$ cat config.mk
export PLATFORM = sky130hd
export DESIGN_NAME = vga_sync_to_count
export DESIGN_NICKNAME = d
export VERILOG_FILES = /design/src/rtl/vga_pkg.sv /design/src/rtl/vga_pos_counter.sv /design/src/rtl/vga_sync_to_count.sv
export SDC_FILE = /design/constraint.sdc
export NUM_CORES = 1
export LEC_CHECK = 0
export CAP_MARGIN = 20
export CORE_MARGIN = 5
export CORE_UTILIZATION = 35
export CTS_BUF_LIST = sky130_fd_sc_hd__clkbuf_8
export DETAILED_ROUTE_END_ITERATION = 6
export GPL_TIMING_DRIVEN = 0
export MAX_ROUTING_LAYER = met4
export PLACE_DENSITY = 0.55
export REMOVE_ABC_BUFFERS = 1
export SLEW_MARGIN = 5
export SYNTH_ARGS = -nofsm -noshare
export SYNTH_HDL_FRONTEND = slang
export SYNTH_SLANG_ARGS = --single-unit
export TNS_END_PERCENT = 10
$ cat constraint.sdc
create_clock -name i_Clk -period 4.43 [get_ports i_Clk]
set_clock_uncertainty 0.2 [all_clocks]
set_input_delay 1.329 -clock i_Clk [delete_from_list [all_inputs] [get_ports i_Clk]]
set_output_delay 1.329 -clock i_Clk [all_outputs]
set_load 0.005 [all_outputs]
$ cat src/rtl/vga_pkg.sv
// Shared types and constants for VGA sync recovery.
// Latency: n/a (package only).
// Backpressure: n/a (package only).
//
// Contents: recovery FSM state enum, default 640x480 timing, count width.
package vga_pkg;

  // Width of the recovered column/row counts; covers totals up to 4096.
  localparam int CNT_W = 12;

  // Default 640x480 @ 60 Hz timing (pixel clock 25.175 MHz).
  localparam int DEF_TOTAL_COLS  = 800;
  localparam int DEF_TOTAL_ROWS  = 525;
  localparam int DEF_ACTIVE_COLS = 640;
  localparam int DEF_ACTIVE_ROWS = 480;
  localparam int DEF_LOCK_FRAMES = 2;

  typedef enum logic [1:0] {
    SEARCH  = 2'd0,
    ACQUIRE = 2'd1,
    LOCKED  = 2'd2
  } sync_state_e;

endpackage

$ cat src/rtl/vga_pos_counter.sv
// Column/row position counter with synchronous load-to-zero and next-position prediction.
// Latency: counts update one cycle after load_zero_i/advance; prediction outputs are combinational.
// Backpressure: none; advances every clock unless loaded to zero.
//
// Ports:
//   clk_i, rst_n_i     clock, synchronous active-low reset
//   load_zero_i        load (0,0) on this edge instead of advancing
//   col_o, row_o       current position
//   next_col_o/row_o   position the counter will hold after a plain advance
//   h_expect_o         an HSync rise is due on the next sample (next col == 0)
//   v_expect_o         a VSync rise is due on the next sample (next pos == (0,0))
module vga_pos_counter
  import vga_pkg::*;
#(
  parameter int TOTAL_COLS = DEF_TOTAL_COLS,
  parameter int TOTAL_ROWS = DEF_TOTAL_ROWS
) (
  input  logic             clk_i,
  input  logic             rst_n_i,
  input  logic             load_zero_i,
  output logic [CNT_W-1:0] col_o,
  output logic [CNT_W-1:0] row_o,
  output logic [CNT_W-1:0] next_col_o,
  output logic [CNT_W-1:0] next_row_o,
  output logic             h_expect_o,
  output logic             v_expect_o
);

  localparam logic [CNT_W-1:0] COL_LAST = CNT_W'(TOTAL_COLS - 1);
  localparam logic [CNT_W-1:0] ROW_LAST = CNT_W'(TOTAL_ROWS - 1);

  logic [CNT_W-1:0] col_q, col_d;
  logic [CNT_W-1:0] row_q, row_d;
  logic             col_wrap;

  // '>=' rather than '==' so an out-of-range value can never run away past the total.
  always_comb begin
    col_wrap = (col_q >= COL_LAST);
    col_d    = col_wrap ? '0 : col_q + CNT_W'(1);
    row_d    = row_q;
    if (col_wrap) begin
      row_d = (row_q >= ROW_LAST) ? '0 : row_q + CNT_W'(1);
    end
  end

  always_ff @(posedge clk_i) begin
    if (!rst_n_i || load_zero_i) begin
      col_q <= '0;
      row_q <= '0;
    end else begin
      col_q <= col_d;
      row_q <= row_d;
    end
  end

  assign col_o      = col_q;
  assign row_o      = row_q;
  assign next_col_o = col_d;
  assign next_row_o = row_d;
  assign h_expect_o = (col_d == '0);
  assign v_expect_o = (col_d == '0) && (row_d == '0);

endmodule

$ cat src/rtl/vga_sync_to_count.sv
// Rebuilds column/row counts from active-area sync flags and tracks lock to the configured geometry.
// Latency: 1 cycle from input flags to all outputs (counts, delayed syncs, pulses).
// Backpressure: none; one pixel per clock, outputs are free-running.
//
// Ports:
//   i_Clk, i_Rst_L        pixel clock, synchronous active-low reset
//   i_HSync, i_VSync      active-column / active-row flags from the sync generator
//   o_HSync, o_VSync      inputs delayed by one cycle
//   o_Col_Count/Row_Count recovered position, aligned with o_HSync/o_VSync
//   o_Frame_Start         pulse when the counts load (0,0) on a VSync rise
//   o_Locked              high while the geometry has been verified
//   o_Err                 pulse on a timing mismatch while acquiring or locked
module vga_sync_to_count
  import vga_pkg::*;
#(
  parameter int TOTAL_COLS  = DEF_TOTAL_COLS,
  parameter int TOTAL_ROWS  = DEF_TOTAL_ROWS,
  parameter int ACTIVE_COLS = DEF_ACTIVE_COLS,
  parameter int ACTIVE_ROWS = DEF_ACTIVE_ROWS,
  parameter int LOCK_FRAMES = DEF_LOCK_FRAMES
) (
  input  logic             i_Clk,
  input  logic             i_Rst_L,
  input  logic             i_HSync,
  input  logic             i_VSync,
  output logic             o_HSync,
  output logic             o_VSync,
  output logic [CNT_W-1:0] o_Col_Count,
  output logic [CNT_W-1:0] o_Row_Count,
  output logic             o_Frame_Start,
  output logic             o_Locked,
  output logic             o_Err
);

  localparam logic [3:0] LOCK_TARGET = 4'(LOCK_FRAMES);

  sync_state_e      state_q;
  logic [3:0]       good_q;
  logic [3:0]       good_inc;
  logic             hs_q, vs_q, frame_start_q, locked_q, err_q;
  logic             r_hs_q, r_vs_q;
  logic             hs_rise, vs_rise, hmis, vmis;
  logic             h_expect, v_expect, load_zero;
  logic [CNT_W-1:0] next_col, next_row;
  logic             unused_cfg;

  // Edge-detect history keeps sampling during reset, so releasing reset while the
  // source is mid-frame with VSync already high does not look like a frame start.
  always_ff @(posedge i_Clk) begin
    r_hs_q <= i_HSync;
    r_vs_q <= i_VSync;
  end

  assign hs_rise  = i_HSync & ~r_hs_q;
  assign vs_rise  = i_VSync & ~r_vs_q;
  assign hmis     = hs_rise ^ h_expect;
  assign vmis     = vs_rise ^ v_expect;
  assign good_inc = good_q + 4'd1;

  // Counts sit at zero while searching, realign on any VSync rise, and drop back
  // to zero when a line-timing error sends the FSM to SEARCH.
  assign load_zero = (state_q == SEARCH) | vs_rise | hmis;

  vga_pos_counter #(
    .TOTAL_COLS (TOTAL_COLS),
    .TOTAL_ROWS (TOTAL_ROWS)
  ) u_pos (
    .clk_i       (i_Clk),
    .rst_n_i     (i_Rst_L),
    .load_zero_i (load_zero),
    .col_o       (o_Col_Count),
    .row_o       (o_Row_Count),
    .next_col_o  (next_col),
    .next_row_o  (next_row),
    .h_expect_o  (h_expect),
    .v_expect_o  (v_expect)
  );

  always_ff @(posedge i_Clk) begin
    if (!i_Rst_L) begin
      state_q       <= SEARCH;
      good_q        <= '0;
      hs_q          <= 1'b0;
      vs_q          <= 1'b0;
      frame_start_q <= 1'b0;
      locked_q      <= 1'b0;
      err_q         <= 1'b0;
    end else begin
      hs_q          <= i_HSync;
      vs_q          <= i_VSync;
      frame_start_q <= vs_rise;
      err_q         <= 1'b0;
      case (state_q)
        SEARCH: begin
          // No checking here: the first VSync rise only establishes the phase.
          locked_q <= 1'b0;
          if (vs_rise) begin
            good_q  <= '0;
            state_q <= ACQUIRE;
          end
        end
        ACQUIRE: begin
          locked_q <= 1'b0;
          if (hmis) begin
            err_q   <= 1'b1;
            state_q <= SEARCH;
          end else if (vmis) begin
            err_q  <= 1'b1;
            good_q <= '0;
          end else if (vs_rise) begin
            good_q <= good_inc;
            if (good_inc == LOCK_TARGET) begin
              state_q  <= LOCKED;
              locked_q <= 1'b1;
            end
          end
        end
        LOCKED: begin
          if (hmis) begin
            err_q    <= 1'b1;
            locked_q <= 1'b0;
            state_q  <= SEARCH;
          end else if (vmis) begin
            err_q    <= 1'b1;
            locked_q <= 1'b0;
            good_q   <= '0;
            state_q  <= ACQUIRE;
          end else begin
            locked_q <= 1'b1;
          end
        end
        default: begin
          locked_q <= 1'b0;
          state_q  <= SEARCH;
        end
      endcase
    end
  end

  assign o_HSync       = hs_q;
  assign o_VSync       = vs_q;
  assign o_Frame_Start = frame_start_q;
  assign o_Locked      = locked_q;
  assign o_Err         = err_q;

  // Active sizes describe the source but are not needed for recovery; the predicted
  // position is consumed only through h_expect/v_expect.
  assign unused_cfg = ^{next_col, next_row, CNT_W'(ACTIVE_COLS), CNT_W'(ACTIVE_ROWS)};

endmodule

==> reports/metrics.csv <==
stage,metric,value,unit
route,via_per_inst,5.251,
layout,fin_nets,287,
global_routing,gr-usage-met1,19.11,%
layout,syn2layout_area_growth,26.71,%
layout,diodes,0,
timing,fmax,249.9,MHz
clocking,tritoncts,yes,
floorplanning,die_h,85.77,um
logic_synthesis,async_flop_share,0,%
clocking,clockBufferDepth,2,
timing,hold_violations,0,
global_routing,grt_max_degree,13,
power,powerDensity,343.3,nW/um2
logic_synthesis,yosysTopAreaCell,dfxtp_1,
global_routing,overflow,0,
floorplanning,coreArea,5540,um2
global_routing,grt_pass1_vias,1708,
clocking,cts_root_buf,clkbuf_8,
timing,slew_headroom,59.97,%
logic_synthesis,synth_area,2009,um2
clocking,numClockSinks,37,
logic_synthesis,synth_top_area_share,36.86,%
power,vdd_drop_max,0.1832,mV
route,route.detailed.wl_per_inst,12.99,um
timing,rsz0062_at_grt,false,
logic_synthesis,ys_ff_latch,37,
logic_synthesis,synthTopCellsByArea,"dfxtp_1 37%, ha_1 6.2%, nor2_1 5.6%, xor2_1 3.5%, xnor2_1 3.1%",
min_path,min_to,o_Frame_Start$_SDFF_PN0_,
critical_path,r2r-end,state_q[0]$_SDFFE_PN0P_,
layout,drive_above_1_share,7.664,%
timing,setup_viol,0,
global_routing,grt_use_met2,19.28,%
logic_synthesis,yosysSeqAreaShare,36.86,%
logic_synthesis,netlist_instances,239,
critical_path,ff2ff_path_depth,15,
critical_path,arrival,3.99,ns
min_path,hold_path_class,reg -> reg,
floorplanning,initial_core_util,36.27,%
clocking,clkTransAtPathRegs,0.07,ns
clocking,cts_buffers,5,
critical_path,required,4.42,ns
timing,slew_viol_final,0,
route,vias,1817,
critical_path,cp-start-kind,register,
logic_synthesis,ys_types,52,
clocking,clk_latency,0.29,ns
place,dp_cells,338,
min_path,whs_path_depth,1,
route,drc,0,
place,numPortBuffers,32,
global_routing,globalRoute.busiestLayer,met2,
power,leakage,0.8986,nW
critical_path,path_max_fanout,9,
layout,fill_cells,568,
floorplanning,io_pins,33,
run_status,status,"finished, final reports clean",
timing,finalSetupTns,0,ns
route,drt_first_pass_iters,4,
route,ant_nets,0,
logic_synthesis,synth_edf_count,0,
global_routing,grtUsageTotal,13.70,%
route,drt_iter0_markers,84,
floorplanning,die_x,85.77,um
floorplanning,die_area,7356,um2
floorplanning,std_cell_rows,27,
place,hpwl,3315,um
timing,final.min_clock_period,4.001,ns
global_routing,grt.met3_usage,3.170,%
critical_path,end_kind,register,
timing,period_share,90.32,%
route,wl,4494,um
logic_synthesis,synth_flop_cell,dfxtp_1,
layout,final_common_cell,dfxtp_1,
logic_synthesis,synth_warnings,0,
layout,final_cell_mix,"35 x dfxtp_1, 32 x clkdlybuf4s50_1, 30 x nor2_1",
min_path,hp-start,r_vs_q$_DFF_P_,
critical_path,critical_path_class,reg -> reg,
critical_path,reg2reg_from,u_pos.col_o[0]$_SDFF_PP0_,
global_routing,grt_antenna_before_repair,0,
critical_path,ff2ff_setup_slack,0.43,ns
layout,fin_cells,346,
clocking,ctsHtreeMaxLevel,2,
global_routing,grt_pass1_wl,8010,um
job,drv_cap,0,
place,gp_congestion,0.7945,
timing,worstMarginPinSlew,0.5991,ns
logic_synthesis,avgSynthCellArea,8.408,um2
worst max-delay path: stages, from the launching register on:
cell       delay [ns]
dfxtp_2          0.43
ha_2             0.28
nand4_1          0.13
a21oi_2          0.28
o311a_1          0.34
o2111ai_1        0.16
a22oi_1          0.25
nand4_1          0.12
a21o_1           0.21
ha_1             0.32
inv_1            0.11
nand2_1          0.05
nor4_1           0.31
o21bai_1         0.16
a2111o_1         0.43
o32ai_1          0.12
per-stage QoR:
step	utilization, %	cell area (um2)	power [W]	setup WS (ns)	hold slack (ns)
final	45.96	2546	0.0008740	0.4289	0.2135
after global routing	45.96	2546	0.0009240	0.09996	0.2324
after CTS	45.71	2532	0.0008833	0.09251	0.2152
after detailed placement	43.29	2399	0.0005338	0.09171	0.2009
after global placement	43.29	2399	0.0005343	0.1102	0.2009
after floorplan	-	1988	0.0004854	0.7763	0.1828
cells in the mapped netlist, drive strengths merged (2+ instances only):
cell	count
a2111oi	2
a211o	2
a21oi	12
a22oi	2
a31oi	7
and2	5
and3	7
and4	2
buf	2
clkbuf	4
dfxtp	37
ha	10
inv	9
mux2i	3
nand2	17
nand2b	4
nand3	9
nand4	6
nor2	30
nor2b	5
nor3	10
nor3b	4
nor4	3
o211ai	2
o21ai	6
o21bai	2
o31ai	2
or3	4
or4	2
xnor2	7
xor2	8
power breakdown:
part | switching (W) | internal [W]
logic | 0.0000955 | 0.0000717
clock network | 0.000121 | 0.000224
registers | 0.0000138 | 0.000348
cell families after synthesis:
logic type	count (synthesis)	share of synthesized area, %
buf+inv	15	2.926
fa+ha+maj	10	6.227
other cells	1	0.1866
mux	3	1.494
flops	37	36.86
simple gates	111	29.27
compound gates	47	16.50
xor+xnor	15	6.538
routing by layer:
| metal | wire (um) | vias to the layer above |
|---|---|---|
| li1 | - | 933 |
| met1 | 2256 | 836 |
| met2 | 1943 | 42 |
| met3 | 226 | 6 |
| met4 | 68 | 0 |
| met5 | 0 | - |
flip-flops by register name (all words and copies together), names as in the netlist, 2 cells and up:
| register | cells |
|---|---|
| good_q | 4 |
| state_q | 2 |
| u_pos.col_o | 12 |
| u_pos.row_o | 12 |
final cells by class:
cell class,count,area [um2],share of cell area [%]
inverters,9,33.78,1.327
flip-flops and latches,37,743.2,29.19
repair buffers,32,320.3,12.58
well taps,72,90.09,3.538
clock inverters,3,65.06,2.555
multi-input cells,188,1225,48.11
clock buffers,5,68.82,2.703
how the worst max path moves through the flow:
stage	startpoint	slack, ns	cells after the start	to
after global routing	u_pos.col_o[0]$_SDFF_PP0_	0.1	15	state_q[0]$_SDFFE_PN0P_
final	u_pos.col_o[0]$_SDFF_PP0_	0.43	15	state_q[0]$_SDFFE_PN0P_
after global placement	u_pos.col_o[0]$_SDFF_PP0_	0.11	15	state_q[0]$_SDFFE_PN0P_
after detailed placement	u_pos.col_o[0]$_SDFF_PP0_	0.09	15	state_q[0]$_SDFFE_PN0P_
after CTS	u_pos.col_o[0]$_SDFF_PP0_	0.09	15	state_q[0]$_SDFFE_PN0P_
after floorplan	u_pos.col_o[0]$_SDFF_PP0_	0.78	15	state_q[0]$_SDFFE_PN0P_
what timing repair did:
action                     CTS  global route
setup endpoints to repair    0             6
buffers inserted             0             0
resized for setup            0             5
hold buffers                 0             0
Power figures use the tool's default switching activity.
